`src/rtl/branch_predict_unit_pkg.sv`:
```
// Shared constants and helpers for branch_predict_unit and its counter table.
package branch_predict_unit_pkg;

  localparam logic [3:0] OP_BRANCH = 4'b0010;

  // 2-bit saturating counter states
  localparam logic [1:0] CNT_SNT = 2'b00;  // strong not-taken
  localparam logic [1:0] CNT_WNT = 2'b01;  // weak not-taken
  localparam logic [1:0] CNT_WT  = 2'b10;  // weak taken
  localparam logic [1:0] CNT_ST  = 2'b11;  // strong taken

  localparam logic [1:0] CNT_RESET = CNT_WNT;

  // Move a counter one step toward the resolved outcome, saturating at the ends.
  function automatic logic [1:0] cnt_train(input logic [1:0] cnt, input logic taken);
    if (taken) begin
      return (cnt == CNT_ST) ? CNT_ST : cnt + 2'b01;
    end
    return (cnt == CNT_SNT) ? CNT_SNT : cnt - 2'b01;
  endfunction

endpackage

```
`src/rtl/branch_predict_unit_bht_counter_table.sv`:
```
// Branch history table: array of 2-bit saturating counters with one
// combinational read port and one synchronous training port.
module bht_counter_table
  import branch_predict_unit_pkg::*;
#(
  parameter int ENTRIES  = 16,
  parameter int IDX_BITS = $clog2(ENTRIES)
) (
  input  logic                clk,
  input  logic                reset_n,
  input  logic [IDX_BITS-1:0] rd_idx,
  output logic [1:0]          rd_cnt,
  input  logic                upd_en,
  input  logic [IDX_BITS-1:0] upd_idx,
  input  logic                upd_taken
);

  logic [1:0] cnt_q [ENTRIES];
  logic [1:0] cnt_d [ENTRIES];

  // Read returns the registered value, so a same-cycle update is not bypassed.
  always_comb begin
    rd_cnt = cnt_q[rd_idx];
  end

  // Train only the addressed entry; all others hold.
  always_comb begin
    cnt_d = cnt_q;
    if (upd_en) begin
      cnt_d[upd_idx] = cnt_train(cnt_q[upd_idx], upd_taken);
    end
  end

  // Counter storage, all entries return to weak-not-taken on reset.
  always_ff @(posedge clk or negedge reset_n) begin
    if (!reset_n) begin
      for (int i = 0; i < ENTRIES; i++) begin
        cnt_q[i] <= CNT_RESET;
      end
    end else begin
      cnt_q <= cnt_d;
    end
  end

endmodule

```
`src/rtl/branch_predict_unit.sv`:
```
// Branch prediction / resolution unit: IF-stage lookup into a 2-bit counter
// table, EX-stage resolve with flush and redirect, table training and
// saturating performance counters.
// Optional build macro BPU_GSHARE_EN: XOR a non-speculative global history
// register into the lookup index.
module branch_predict_unit
  import branch_predict_unit_pkg::*;
#(
  parameter int DBITS       = 32,
  parameter int BHT_ENTRIES = 16,
  parameter int IDX_BITS    = $clog2(BHT_ENTRIES),
  parameter int STAT_BITS   = 16
) (
  input  logic                 clk,
  input  logic                 reset_n,
  input  logic [DBITS-1:0]     IF_PC,
  output logic                 IF_predTaken,
  output logic [IDX_BITS-1:0]  IF_bhtIdx,
  input  logic                 EX_valid,
  input  logic [3:0]           EX_opcode,
  input  logic [DBITS-1:0]     EX_PC,
  input  logic [DBITS-1:0]     EX_PC_IMM,
  input  logic                 EX_condFlag,
  input  logic                 EX_pred,
  input  logic [IDX_BITS-1:0]  EX_bhtIdx,
  output logic                 correct,
  output logic                 flush,
  output logic [DBITS-1:0]     newPC,
  output logic [STAT_BITS-1:0] statBranches,
  output logic [STAT_BITS-1:0] statMispredicts
);

  localparam logic [STAT_BITS-1:0] STAT_MAX = '1;

  logic                 resolve;
  logic                 mispredict;
  logic [DBITS-1:0]     pc_plus4;
  logic [IDX_BITS-1:0]  lookup_idx;
  logic [1:0]           lookup_cnt;

  logic [STAT_BITS-1:0] stat_br_q, stat_br_d;
  logic [STAT_BITS-1:0] stat_mp_q, stat_mp_d;

`ifdef BPU_GSHARE_EN
  logic [IDX_BITS-1:0]  ghr_q, ghr_d;

  // Lookup index hashes the PC with global history.
  always_comb begin
    lookup_idx = IF_PC[IDX_BITS+1:2] ^ ghr_q;
  end

  // History shifts in each resolved outcome; only real resolves touch it.
  always_comb begin
    ghr_d = ghr_q;
    if (resolve) begin
      ghr_d = (ghr_q << 1) | IDX_BITS'(EX_condFlag);
    end
  end

  // Global history register.
  always_ff @(posedge clk or negedge reset_n) begin
    if (!reset_n) begin
      ghr_q <= '0;
    end else begin
      ghr_q <= ghr_d;
    end
  end
`else
  // Lookup index is the word-aligned PC bits only.
  always_comb begin
    lookup_idx = IF_PC[IDX_BITS+1:2];
  end
`endif

  bht_counter_table #(
    .ENTRIES  (BHT_ENTRIES),
    .IDX_BITS (IDX_BITS)
  ) u_bht (
    .clk       (clk),
    .reset_n   (reset_n),
    .rd_idx    (lookup_idx),
    .rd_cnt    (lookup_cnt),
    .upd_en    (resolve),
    .upd_idx   (EX_bhtIdx),
    .upd_taken (EX_condFlag)
  );

  // IF-side prediction is the counter MSB.
  always_comb begin
    IF_predTaken = lookup_cnt[1];
    IF_bhtIdx    = lookup_idx;
  end

  // EX-side resolve and redirect; fall-through target wraps modulo 2^DBITS.
  always_comb begin
    resolve    = EX_valid && (EX_opcode == OP_BRANCH);
    mispredict = resolve && (EX_condFlag != EX_pred);
    pc_plus4   = EX_PC + DBITS'(4);
    correct    = !mispredict;
    flush      = mispredict;
    newPC      = (mispredict && EX_condFlag) ? EX_PC_IMM : pc_plus4;
  end

  // Saturating statistic counters.
  always_comb begin
    stat_br_d = stat_br_q;
    stat_mp_d = stat_mp_q;
    if (resolve && (stat_br_q != STAT_MAX)) begin
      stat_br_d = stat_br_q + 1'b1;
    end
    if (mispredict && (stat_mp_q != STAT_MAX)) begin
      stat_mp_d = stat_mp_q + 1'b1;
    end
  end

  // Statistic registers.
  always_ff @(posedge clk or negedge reset_n) begin
    if (!reset_n) begin
      stat_br_q <= '0;
      stat_mp_q <= '0;
    end else begin
      stat_br_q <= stat_br_d;
      stat_mp_q <= stat_mp_d;
    end
  end

  assign statBranches    = stat_br_q;
  assign statMispredicts = stat_mp_q;

endmodule

```
`config.mk`:
```
export PLATFORM = sky130hd
export DESIGN_NAME = branch_predict_unit
export DESIGN_NICKNAME = d
export VERILOG_FILES = /design/src/rtl/branch_predict_unit_pkg.sv /design/src/rtl/branch_predict_unit_bht_counter_table.sv /design/src/rtl/branch_predict_unit.sv
export SDC_FILE = /design/constraint.sdc
export NUM_CORES = 1
export LEC_CHECK = 0
export CORE_UTILIZATION = 44
export DETAILED_ROUTE_END_ITERATION = 10
export GPL_TIMING_DRIVEN = 1
export HOLD_SLACK_MARGIN = 0.1
export PLACE_DENSITY = 0.88
export SYNTH_ARGS = -nofsm -noshare
export SYNTH_HDL_FRONTEND = slang
export SYNTH_HIERARCHICAL = 1
export SYNTH_SLANG_ARGS = --single-unit
export TNS_END_PERCENT = 1
```
`constraint.sdc`:
```
create_clock -name clk -period 3.4 [get_ports clk]
set_input_delay 0.68 -clock clk [delete_from_list [all_inputs] [get_ports clk]]
set_output_delay 0.68 -clock clk [all_outputs]
set_load 0.01 [all_outputs]
```
Word-level counts from Yosys, hierarchy flattened

Index checks and enable logic that the tools add are counted.

Register bits after elaboration: 64
Output and inout bits: 71

Multiplexer cells: 17
Reduce and logical (&&, ||, !) cells: 8
Add/sub/neg operators: 5
Bitwise gates (word level): 2
Eq/ne operators: 5
$lt $le $gt $ge: 3

Operators with widths:

| operator                                                                     | number |
|---|---|
| 16-bit by 1-bit adder with 16-bit output, second input constant              | 2 |
| 32-bit by 3-bit adder with 32-bit output, second input constant              | 1 |
| 32-bit bitwise mux                                                           | 1 |
| 32-bit two-way mux                                                           | 1 |
| 16-bit inequality test, second input constant                                | 2 |
| 2-bit two-way mux                                                            | 10 |
| 2-bit binary-select mux with 4-bit select                                    | 2 |
| 5-bit greater-or-equal comparator, second input constant                     | 2 |
| 4-bit NOT with 5-bit output                                                  | 2 |
| 2-bit demux with 4-bit select                                                | 1 |
| 1-bit logical AND                                                            | 6 |
| 5-bit by 1-bit less-than comparator with 1-bit output, second input constant | 1 |
| 4-bit by 2-bit == test with 1-bit output, second input constant              | 1 |
| 2-bit by 1-bit adder with 2-bit output, second input constant                | 1 |
| 2-bit == test, second input constant                                         | 1 |
| 2-bit zero test                                                              | 1 |
| 1-bit two-way mux                                                            | 2 |
| 2-bit by 1-bit subtractor with 2-bit output, second input constant           | 1 |
| 1-bit zero test                                                              | 1 |
| 1-bit inequality test                                                        | 1 |

Logic depth before layout (Yosys ltp)

Depth after elaboration: 10
Mapped depth: 7
Depth with buffers taken out: 7

Cells and area by module

Netlist, hierarchy kept.

By module, submodules not included:

| module              | instances | cells an instance | sequential area each (sq um) | area an instance (sq um) |
|---|---|---|---|---|
| branch_predict_unit | 1         | 300               | 800.8                        | 2,464.9 |
| bht_counter_table   | 1         | 137               | 820.8                        | 1,925.6 |

Worst setup path before layout

No wires, ideal clock.

Path kind: in2out
Start: in IF_PC[2]
End: out IF_predTaken
Buffers on the path: 1
Data required time: 2.720 ns
Path slack: 0.567 ns
Cell stages on the path: 3
Data arrival time: 2.153 ns
Path through: clkbuf_1 -> mux4_2 -> mux4_2

Cells in the longest elaborated chain, start to end: 4

Ends and longest elaborated chain:

| element                                              | RTL line                                    | source |
|---|---|---|
| from (decl)                                          | branch_predict_unit.sv:16                   | `input logic [DBITS-1:0] IF_PC,` |
| 4-bit NOT with 5-bit output (implied by the code)    | branch_predict_unit_bht_counter_table.sv:23 | `rd_cnt = cnt_q[rd_idx];` |
| 2-bit binary-select mux with 4-bit select            | branch_predict_unit_bht_counter_table.sv:23 |  |
| 2-bit two-way mux (implied by the code) (2 in a row) | branch_predict_unit_bht_counter_table.sv:23 |  |
| to (decl)                                            | branch_predict_unit.sv:17                   | `output logic IF_predTaken,` |

Every way passes these cells. The select of a mux whose other input is x is not followed.

Worst setup path in the final report

Start: in EX_PC[7]
End: out newPC[11]

Cells in the longest elaborated chain, start to end: 2

Ends and longest elaborated chain:

| element                                  | RTL line                   | source |
|---|---|---|
| from (decl)                              | branch_predict_unit.sv:21  | `input logic [DBITS-1:0] EX_PC,` |
| 32-bit by 3-bit adder with 32-bit output | branch_predict_unit.sv:98  | `pc_plus4 = EX_PC + DBITS'(4);` |
| 32-bit two-way mux                       | branch_predict_unit.sv:101 | `newPC = (mispredict && EX_condFlag) ? EX_PC_IMM : pc_plus4;` |
| to (decl)                                | branch_predict_unit.sv:28  | `output logic [DBITS-1:0] newPC,` |

Every way passes these cells.

==> flow_summary.toml <==
[power_and_ir_drop]
ir_worst_vdd_v = 0.000175
power_leakage_uw = 0.00275
power.density_mw_per_mm2 = 322

[global_route]
antenna_found_initial = 0
grt_max_degree = 26
grt_pass1_wl_um = 20000
first_global_vias = 4208
grt_usage_pct = 25.7
grt_overflow_total = 0

[route]
drt_iter0_markers = 182
drt_wl_total_um = 12600
ant_nets = 0
drc_errors = 0
drtPass1Iterations = 4
num_vias = 4124
wl_per_cell_um = 16.5
viasPerCell = 5.40

[cts]
cts.clk_slew.worst_paths_ns = 0.08
cts.sinks = 64
h-tree-depth = 3
cts_buffer_depth = 2
clkLatencyLatePin_ns = 0.35
cts_hold_buf = 0
cts_tree = "built"
root_buffer = "clkbuf_8"
numCtsBuffers = 9

[cells_and_area]
fin_nets = 742
syn_to_final_growth_pct = 51.4
final_cell_area_sq_mm = 0.00648
diodes = 0
drive_gt1_share_pct = 26.6
nFillCells = 715
utilization_pct = 69.4

[setup_path]
r2r_slack_ns = 1.15
r2r_end = "u_bht/cnt_q[0]"
critPathKind = "input port to primary output"
cp.buffers_inverters = 4
end_kind = "primary output"
crit_arrival_ns = 2.74
cp_max_fo = 4
r2r_cells = 5
crit_family = "buffers and inverters"
cp_common_cell = "buf_4"
rr_startpoint = "u_bht/cnt_q[11]"
crit_slowest_cell = "clkdlybuf4s50_1"
cp_cell_sequence = "clkdlybuf4s50_1 > nand4_1 > buf_4 > buf_4 > nand2b_1 > nor2_1 > xnor2_1 > o21ai_0 > dlygate4sd2_1"
cp_slowest_stage_delay_ns = 0.55
start_kind = "input port"
cp.required_ns = 2.72

[timing]
hold_viol = 0
max-slew-margin-rel_pct = 65.7
finalCritPeriodShare_pct = 101
skew_ns = 0.0153
rsz0062_at_grt = "yes"
tightest_slew_ns = 0.513
max_freq_mhz = 292
setup_viol = 4
period_needed_ns = 3.42
drv_slew = 0
setup_ws_ns = -0.0245

[synthesis]
syn-num-nets = 544
syn_area_sq_mm = 0.00428
syn_inst = 432
avgSynthCellArea_sq_um = 9.90
yosys_warnings = 6

[place]
portBuffers = 151
dp_hpwl_um = 9900
gp_congestion = 0.931
postPlaceCellArea_sq_mm = 0.00626

[flow_run]
maxCapViolCount = 0

[floorplan]
core_area_sq_mm = 0.00933
initial_utilization_pct = 45.9
die_width_um = 101
die_area_sq_mm = 0.0101
num_rows = 35
io_pins = 180
die_y_um = 101

[status]
status = "finished, violations left"
violations = "negative setup slack"

[min_path]
hold_class = "input port to asynchronous set/reset pin"
-- metrics by stage --
stage | hold WS [ns] | power [uW] | TNS, ns | setup WS, ns | cells
after CTS | 0.268 | 2100 | -0.206 | -0.194 | 761
after global routing | 0.276 | 2180 | -0.489 | -0.122 | 764
final | 0.259 | 2090 | -0.0706 | -0.0245 | 764
after floorplan | 0.384 | 1060 | 0 | 0.671 | 432
after global placement | 0.494 | 1360 | -8.69 | -0.327 | 744
after detailed placement | 0.492 | 1380 | -8.49 | -0.347 | 744
-- cells in the final DEF, fill, tap and decap left out, types with 11 or more instances in the layout --
cell,instances
nand4_1,22
dfrtp_1,48
mux2_2,41
dfstp_2,16
dlygate4sd2_1,16
o21ai_0,25
inv_1,11
buf_4,52
xnor2_1,21
mux4_2,13
nor2_1,30
xor2_1,35
nand3_1,23
nand2_1,54
clkdlybuf4s50_1,114
clkbuf_2,13
-- metal layers --
layer	global-route usage, %	part of all wire [%]
met1	27.8	37
met3	5.41	6.2
met5	0	0
met4	10.7	3.4
met2	48.3	53
-- worst register-to-register path, stage by stage, from the launching register on --
cell,delay [ns]
dfrtp_1,0.42
mux4_2,0.49
mux2_2,0.32
mux2_4,0.30
maj3_2,0.35
mux2_2,0.28
-- worst max-delay path by stage --
stage,start,endpoint,depth (start not counted)
2_1_floorplan,EX_opcode[0],newPC[0],5
6_report,EX_PC[7],newPC[11],9
5_1_grt,EX_PC[7],newPC[15],9
3_5_place_dp,EX_opcode[0],newPC[29],9
4_1_cts,EX_PC[7],newPC[20],8
3_3_place_gp,EX_opcode[0],newPC[29],9
-- area by class of cell --
cell class,instances,area [sq um],share of cell area [%]
Clock buffer,11,141,2.18
Clock inverter,5,80.1,1.24
Inverter,11,41.3,0.638
Multi-Input combinational cell,337,2530,39.1
Sequential cell,64,1620,25.0
Tap cell,129,161,2.49
Timing Repair Buffer,207,1900,29.3
-- sequential cells by signal (all words and copies together), names as in the netlist --
register / count
statBranches: 16
u_bht/cnt_q: 32
statMispredicts: 16
-- power breakdown --
| group | switching, uW | internal, uW |
|---|---|---|
| Combinational | 205 | 277 |
| Clock | 302 | 432 |
| Sequential | 48.7 | 821 |
| Total | 556 | 1530 |
-- timing repair --
action | CTS | global route
pin swaps | 3 | 4
setup buffers | 0 | 3
gates cloned | 1 | 0
resized for setup | 37 | 37
setup endpoints to repair | 33 | 30
Power figures use the tool's default switching activity.
